`src/rtl/ula_seq_ctrl.sv`:
```
// Multi-cycle MIPS-style control sequencer for a ULA: accepts one instruction,
// decodes it, drives the ULA for one EXECUTE cycle and reports completion.
module ula_seq_ctrl (
   input  logic       i_clk,
   input  logic       i_rst,
   input  logic       i_instr_valid,
   output logic       o_instr_ready,
   input  logic [5:0] i_opcode,
   input  logic [5:0] i_funct,
   input  logic       i_zero,
   output logic [3:0] o_ula_op,
   output logic       o_src_b_imm,
   output logic       o_reg_write,
   output logic       o_branch_taken,
   output logic       o_done,
   output logic       o_illegal
);

   typedef enum logic [2:0] {
      S_IDLE,
      S_DECODE,
      S_EXECUTE,
      S_WRITEBACK,
      S_BRANCH,
      S_ERROR
   } state_t;

   state_t     r_state;
   state_t     w_next;
   logic [5:0] r_opcode;
   logic [5:0] r_funct;
   logic       r_zero;

   logic       w_legal;
   logic [3:0] w_op;
   logic       w_imm;
   logic       w_branch;
   logic       w_bne;

   always_ff @(posedge i_clk or posedge i_rst) begin
      if (i_rst) begin
         r_state  <= S_IDLE;
         r_opcode <= '0;
         r_funct  <= '0;
         r_zero   <= 1'b0;
      end else begin
         r_state <= w_next;
         if (r_state == S_IDLE && i_instr_valid) begin
            r_opcode <= i_opcode;
            r_funct  <= i_funct;
         end
         // Only the Z flag seen at the end of EXECUTE resolves a branch.
         if (r_state == S_EXECUTE)
            r_zero <= i_zero;
      end
   end

   always_comb begin
      w_legal  = 1'b1;
      w_op     = 4'b0000;
      w_imm    = 1'b0;
      w_branch = 1'b0;
      w_bne    = 1'b0;
      case (r_opcode)
         6'b000000: begin
            case (r_funct)
               6'b100100: w_op = 4'b0000;
               6'b100101: w_op = 4'b0001;
               6'b100000: w_op = 4'b0010;
               6'b100010: w_op = 4'b0110;
               6'b000000: w_op = 4'b0011;
               6'b000010: w_op = 4'b0100;
               6'b101010: w_op = 4'b0111;
               6'b100111: w_op = 4'b1100;
               default:   w_legal = 1'b0;
            endcase
         end
         6'b001000: begin w_op = 4'b0010; w_imm = 1'b1; end
         6'b001100: begin w_op = 4'b0000; w_imm = 1'b1; end
         6'b001101: begin w_op = 4'b0001; w_imm = 1'b1; end
         6'b001010: begin w_op = 4'b0111; w_imm = 1'b1; end
         6'b000100: begin w_op = 4'b0110; w_branch = 1'b1; end
         6'b000101: begin w_op = 4'b0110; w_branch = 1'b1; w_bne = 1'b1; end
         default:   w_legal = 1'b0;
      endcase
   end

   always_comb begin
      w_next = r_state;
      case (r_state)
         S_IDLE:      if (i_instr_valid) w_next = S_DECODE;
         S_DECODE:    w_next = w_legal ? S_EXECUTE : S_ERROR;
         S_EXECUTE:   w_next = w_branch ? S_BRANCH : S_WRITEBACK;
         S_WRITEBACK: w_next = S_IDLE;
         S_BRANCH:    w_next = S_IDLE;
         S_ERROR:     w_next = S_IDLE;
         default:     w_next = S_IDLE;
      endcase
   end

   always_comb begin
      o_instr_ready  = 1'b0;
      o_ula_op       = 4'b0000;
      o_src_b_imm    = 1'b0;
      o_reg_write    = 1'b0;
      o_branch_taken = 1'b0;
      o_done         = 1'b0;
      o_illegal      = 1'b0;
      case (r_state)
         S_IDLE:      o_instr_ready = 1'b1;
         S_EXECUTE: begin
            o_ula_op    = w_op;
            o_src_b_imm = w_imm;
         end
         S_WRITEBACK: begin
            o_reg_write = 1'b1;
            o_done      = 1'b1;
         end
         S_BRANCH: begin
            o_done         = 1'b1;
            o_branch_taken = w_bne ? ~r_zero : r_zero;
         end
         S_ERROR: begin
            o_illegal = 1'b1;
            o_done    = 1'b1;
         end
         default: ;
      endcase
   end

endmodule

```
`config.mk`:
```
export PLATFORM = sky130hd
export DESIGN_NAME = ula_seq_ctrl
export DESIGN_NICKNAME = d
export VERILOG_FILES = /design/src/rtl/ula_seq_ctrl.sv
export SDC_FILE = /design/constraint.sdc
export NUM_CORES = 1
export LEC_CHECK = 0
export ABC_AREA = 1
export ABC_CLOCK_PERIOD_IN_PS = 1400
export CORE_MARGIN = 2
export CORE_UTILIZATION = 47
export DETAILED_ROUTE_END_ITERATION = 10
export GPL_ROUTABILITY_DRIVEN = 0
export GPL_TIMING_DRIVEN = 0
export PLACE_DENSITY = 0.87
export SLEW_MARGIN = 40
export SYNTH_ARGS = -nofsm -noshare
export SYNTH_HDL_FRONTEND = slang
export SYNTH_SLANG_ARGS = --single-unit
```
`constraint.sdc`:
```
create_clock -name i_clk -period 1.4 [get_ports i_clk]
set_input_delay 0.14 -clock i_clk [delete_from_list [all_inputs] [get_ports i_clk]]
set_output_delay 0.14 -clock i_clk [all_outputs]
set_load 0.1 [all_outputs]
```
## Yosys cells after proc, flatten, opt, wreduce, memory -nomap -nowiden

Cells that the tools add are included.
W data, S select, Z words.

| storage, ports and cells | value |
|---|---|
| latch bits | 0 |
| memories | 0 |
| bits in writable memories | 0 |
| bits in registers | 16 |
| word-level logic and storage cells | 52 |
| ROM bits | 0 |
| output and inout port bits | 10 |
| input port bits | 16 |

| operators by class | value |
|---|---|
| shift-type cells | 0 |
| $lt $le $gt $ge | 0 |
| eq/ne operators | 19 |
| bitwise operators | 1 |
| reduce and logical (&&, ||, !) cells | 9 |
| div/mod/pow operators | 0 |
| multipliers | 0 |
| mux-type cells | 19 |
| $add $sub $neg | 0 |

Operators with widths:

| cell | number |
|---|---|
| $eq A6 B6 Y1 const B | 6 |
| $pmux W4 S7 | 1 |
| $eq A6 B4 Y1 const B | 4 |
| $pmux W4 S5 | 1 |
| $eq A6 B3 Y1 const B | 2 |
| $logic_not A6 Y1 | 2 |
| $mux W1 | 11 |
| $mux W3 | 3 |
| $pmux W3 S3 | 1 |
| $reduce_or A8 Y1 | 1 |
| $eq A3 B2 Y1 const B | 2 |
| $eq A3 B3 Y1 const B | 2 |
| $eq A6 B2 Y1 const B | 1 |
| $reduce_or A6 Y1 | 1 |
| $mux W4 | 1 |
| $reduce_or A4 Y1 | 1 |
| $eq A3 B1 Y1 const B | 1 |
| $logic_not A3 Y1 | 1 |
| $reduce_or A3 Y1 | 1 |
| $ne A2 B2 Y1 const B | 1 |
| $pmux W1 S2 | 1 |
| $reduce_or A2 Y1 | 1 |
| $logic_and A1 B1 Y1 | 1 |
| $not A1 Y1 | 1 |

## Logic depth before layout (Yosys ltp)

| logic depth | value |
|---|---|
| depth after elaboration | 6 |
| depth in mapped cells | 10 |
| gate-level depth less buffers | 10 |

## Worst setup path before layout

OpenSTA, ideal clock, no wires.

| timing path | value |
|---|---|
| path kind | register to output |
| start | reg r_state[0] |
| end | out o_done |
| path slack | -2.274 ns |
| stages on the path, launching flop included | 4 |
| buffers on the path | 0 |
| data required time | 1.260 ns |
| data arrival time | 3.534 ns |
| cell sequence | dfrtp_1 inv_1 nor3_1 o21bai_1 |

| on the way | value |
|---|---|
| word-level cells in the longest chain between the ends | 3 |
| elaborated cells between the ends (all ways) | 5 |
| classes of those cells | eq/ne (3); mux (1); reduce/logical (1) |

RTL lines:

| item | line | RTL |
|---|---|---|
| start: declaration | 28 | `state_t r_state;` |
| start signal: assignment | 47 | `r_state <= w_next;` |
| $eq A3 B3 Y1 or $eq A3 B2 Y1 (tied branches) | 109 | `case (r_state)` |
| $reduce_or A3 Y1 (no source line) (*) | n/a |  |
| $mux W1 (*) | 109 |  |
| end: declaration | 15 | `output logic o_done,` |

Mark *: on every way between the ends. The rest lies on a longest branch, timed or not.

## Worst setup path after layout

| timing path | value |
|---|---|
| start | reg r_funct[4] |
| end | out o_ula_op[1] |

| on the way | value |
|---|---|
| word-level cells in the longest chain between the ends | 4 |
| elaborated cells between the ends (all ways) | 10 |
| classes of those cells | eq/ne (6); mux (3); reduce/logical (1) |

RTL lines:

| item | line | RTL |
|---|---|---|
| start: declaration | 31 | `logic [5:0] r_funct;` |
| start signal: assignment | 50 | `r_funct <= i_funct;` |
| $eq A6 B6 Y1 (tied with other cells) | 66 | `case (r_funct)` |
| $pmux W4 S7 (*) | 66 |  |
| $pmux W4 S5 (*) | 64 | `case (r_opcode)` |
| $mux W4 (*) | 109 |  |
| end: declaration | 11 | `output logic [3:0] o_ula_op,` |

Marks and branches as above.

==> results list <==
- Sequential cell area: 405 sq um
* Final routed DRC violation total: 0
* Total inserted antenna cells: 0
- Largest delay contributor family on the critical path: simple AND/OR/NAND/NOR gates
- Final std cell area, no fill: approximately 0.0019 sq mm
- Length of the first detailed-routing pass in iterations: 4
- The design draws 4260 uW.
- STA classifies the critical path startpoint as a register.
- Entering global routing, the biggest net connects 17 pins.
- Fraction of power consumed by the clock network: 0.061
- H-tree depth reported by CTS: 1
* Routed metal-1 wirelength: between 1500 and 2000 um
- Most frequent standard cell in the layout excluding fill and tap cells: sky130_fd_sc_hd__clkdlybuf4s50_1
- Sequential-to-total area share from yosys stat: 0.404
- In this design, the stage delay of the slowest critical-path cell is about 0.47 ns.
* Power Density: between 2000 and 2500 mW/mm^2
- Startpoint of the most critical setup path: r_funct[4]
* Effective utilization at floorplan: 0.500
- Flop and latch count out of synthesis: 16
- The cell count after synthesis came out at 132.
* Final design utilization: 0.953
* Netlist area before placement: 991 sq um
* Deepest clock path buffer count: 2
* Total length of routed met2 wires: between 2000 and 2500 um
- The die covers 0.00249 sq mm.
- Maximum clock frequency: approximately 510 MHz
* Critical path's slowest cell: sky130_fd_sc_hd__dfrtp_1
- The number of nets in the synthesized netlist is around 150.
- # setup viols final: 25
- Clock tree synthesis inserted a total of 3 buffers.
- In the routed layout, each cell is associated on average with a via count of 6.15.
* Final setup skew: between 0.01 and 0.015 ns
- VDD sags by at most 0.00215 V.
- Leak Pwr: 0.000812 uW
- Clk sinks: 16
* Transition time at the pin with the least slew margin: about 0.6 ns
* Path class of the lowest-slack min-delay path: in2async
* Die Wd: between 40 and 50 um
- In the final layout, the share of cells above drive strength 1 is 0.571.
- Setup slack after layout: -0.576 ns
* Kind of critical path: reg2out
- Area of placed instances: between 0.001 and 0.0015 sq mm
* Crit path buffers/inverters: 2
* Total number of vias: between 1k and 1.5k
- Data on the critical path is required at its endpoint by approximately 1.3 ns.
- RSZ-0062 raised after global routing: yes
* Most used cell along the critical path: sky130_fd_sc_hd__nand2_1
- R2r endpoint: r_opcode[2]
- Antenna violations before repair: 0
- Number of distinct library cell variants in the gate-level netlist after synthesis: 23
- Final min period: about 2.0 ns
- The area growth from synthesis to layout is 90.5%.
- After clock tree synthesis, the flow added hold-fix buffers numbering 0.
- Final worst-path cycle share: 1.41
* Remaining max-slew budget at the tightest pin: 0.596
- Total area of multi-input combinational cells: 798 sq um
- A synthesized cell averages between 7 and 8 sq um.
* Total track usage: 0.238
- Clock tree from TritonCTS: yes
- The flow ran to the end, but the final reports show violations.
* Crit-path cells: nor2_1 -> nand3_1 -> nand2_1 -> inv_1 -> nand2_1 -> nand2_2 -> a31oi_4 -> buf_12
- I/O pin cnt: 26
- Warnings from Yosys: 0
* Number of nets in the layout: between 150 and 200
- Antenna-violating nets left: 0
* Global-route wire length before repair: around 4500 um
- Worst slack on hold paths: between 0.2 and 0.25 ns
* Max-slew violation count: 0
- Estimated wirelength of the detail-placed design: 1960 um
- The checks that failed: negative setup slack.
* Top routing layer in use: met4
- Internal Power: just under 2000 uW
* Max-cap violations: 0
- Worst skew pair latency: 0.30 ns
* Standard-cell row count: 16
- Filler Cell Count: 52
- Global routing finished with a remaining overflow of 0.
* Count of buffers from port buffering: 25
- Of the total power, registers draw 0.244.
* Wire per inst: about 22 um
- In this run the worst path has a maximum fanout of 3.
- Iteration-0 DRC Markers: 52
* Net Sw Power: approximately 2300 uW
- The number of cells on the worst reg-to-reg path is 8.
- Number of global-route vias before repair: approximately 1.1k
* DR WL met3: 306 um
- The setup check on the worst reg-to-reg path leaves a slack of -0.23 ns.
- Of the total power, the share spent switching nets is 0.546.
- Startpoint of the worst-slack reg-to-reg timing path: r_state[1]
- Of the total power, combinational logic draws 0.695.
- The count of final hold-check violations was 0.
- Commonest non-fill, non-tap cells in the layout: sky130_fd_sc_hd__clkdlybuf4s50_1 (15), sky130_fd_sc_hd__nor2_2 (13), sky130_fd_sc_hd__dfrtp_1 (12)
- The worst setup path is captured at an output port.
* Core Area: between 0.0015 and 0.002 sq mm
- Measured along the y axis, the die boundary spans 49.9 um.
* Clock root cell: sky130_fd_sc_hd__clkbuf_4
* Clock transition at path regs: 0.10 ns
- The final layout contains routed wiring with a total length of about 4400 um.
* Data arrival time at the worst-slack endpoint: 1.84 ns
## per-layer routing
metal,global-route usage,up-vias
li1,-,518
met1,0.270,599
met2,0.447,98
met3,0.0242,28
met4,0.0972,0
met5,0,-
## worst max path at each step
| stage | end | slack [ns] | cells past startpoint |
|---|---|---|---|
| floorplan | o_done | -0.50 | 3 |
| global placement | o_ula_op[3] | -1.06 | 6 |
| detailed placement | o_ula_op[3] | -0.40 | 6 |
| CTS | o_ula_op[3] | -0.52 | 6 |
| global route | o_ula_op[2] | -0.64 | 8 |
| finish | o_ula_op[1] | -0.58 | 8 |
## stage by stage
| step | worst slack (ns) | instances | setup TNS (ns) |
|---|---|---|---|
| 6_report | -0.576 | 202 | -5.84 |
| 5_1_grt | -0.637 | 202 | -6.81 |
| 4_1_cts | -0.521 | 191 | -3.25 |
| 3_5_place_dp | -0.396 | 184 | -2.20 |
| 3_3_place_gp | -1.06 | 184 | -8.46 |
| 2_1_floorplan | -0.496 | 132 | -2.56 |
## synth_stat cells
cell                       number  area share
sky130_fd_sc_hd__dfrtp_1       16        0.40
sky130_fd_sc_hd__nor3_1         3       0.015
sky130_fd_sc_hd__nor3_2         3       0.030
sky130_fd_sc_hd__nor2_2         3       0.019
sky130_fd_sc_hd__nand3_1       13       0.066
sky130_fd_sc_hd__nor2_1        26       0.098
sky130_fd_sc_hd__o21bai_1       1      0.0076
sky130_fd_sc_hd__buf_2          1      0.0050
sky130_fd_sc_hd__buf_6          1       0.011
sky130_fd_sc_hd__o32ai_1        1      0.0088
sky130_fd_sc_hd__mux2_4         4       0.061
sky130_fd_sc_hd__inv_2          3       0.011
sky130_fd_sc_hd__o22ai_1        1      0.0063
sky130_fd_sc_hd__o21ai_2        1      0.0088
sky130_fd_sc_hd__nor2_4         1       0.011
sky130_fd_sc_hd__a31oi_1        1      0.0063
sky130_fd_sc_hd__inv_1         17       0.064
sky130_fd_sc_hd__o21ai_1        3       0.015
sky130_fd_sc_hd__nand2_2        1      0.0063
sky130_fd_sc_hd__nand2_1       17       0.064
sky130_fd_sc_hd__xor2_1         1      0.0088
sky130_fd_sc_hd__o21ai_0        2       0.010
sky130_fd_sc_hd__a21oi_1       12       0.061
## worst register-to-register path: cells and delay by family (launching register included)
| family | cells | cell delay, ns |
|---|---|---|
| buffers and inverters | 4 | 0.49 |
| DFF | 1 | 0.44 |
| muxes | 1 | 0.30 |
| and+or+nand+nor | 3 | 0.29 |
## sequential cells by signal (all words and copies together), names as in the netlist
signal    flops
r_funct       6
r_opcode      6
r_zero        1
r_state       3
## layout make-up
class	count	share of cell area
well taps	27	0.0179
plain buffers	2	0.0186
flip-flops and latches	16	0.215
repair buffers	40	0.266
multi-input cells	94	0.423
inverters	20	0.0477
clock buffers	3	0.0119
## power groups by stage
stage / Combinational (uW) / Clock, uW / Sequential [uW]
final: 2960 / 261 / 1040
after global routing: 3070 / 270 / 1050
after CTS: 2190 / 264 / 945
after detailed placement: 1770 / 0 / 952
after global placement: 1760 / 0 / 930
after floorplan: 1490 / 0 / 905
## kinds of logic after synthesis
family / count (synthesis) / synth area share
buf+inv: 22 / 0.0922
xor+xnor: 1 / 0.00884
flops: 16 / 0.404
compound gates: 22 / 0.124
simple gates: 67 / 0.311
mux: 4 / 0.0606
## what timing repair did
action                     in CTS  in global routing
setup endpoints to repair      15                 19
pin swaps                       3                  7
hold endpoints to repair        0                  0
setup buffers                   4                 10
gates cloned                    0                  1
resized for setup              46                 51
No activity file was read; power rests on OpenSTA's default activity.
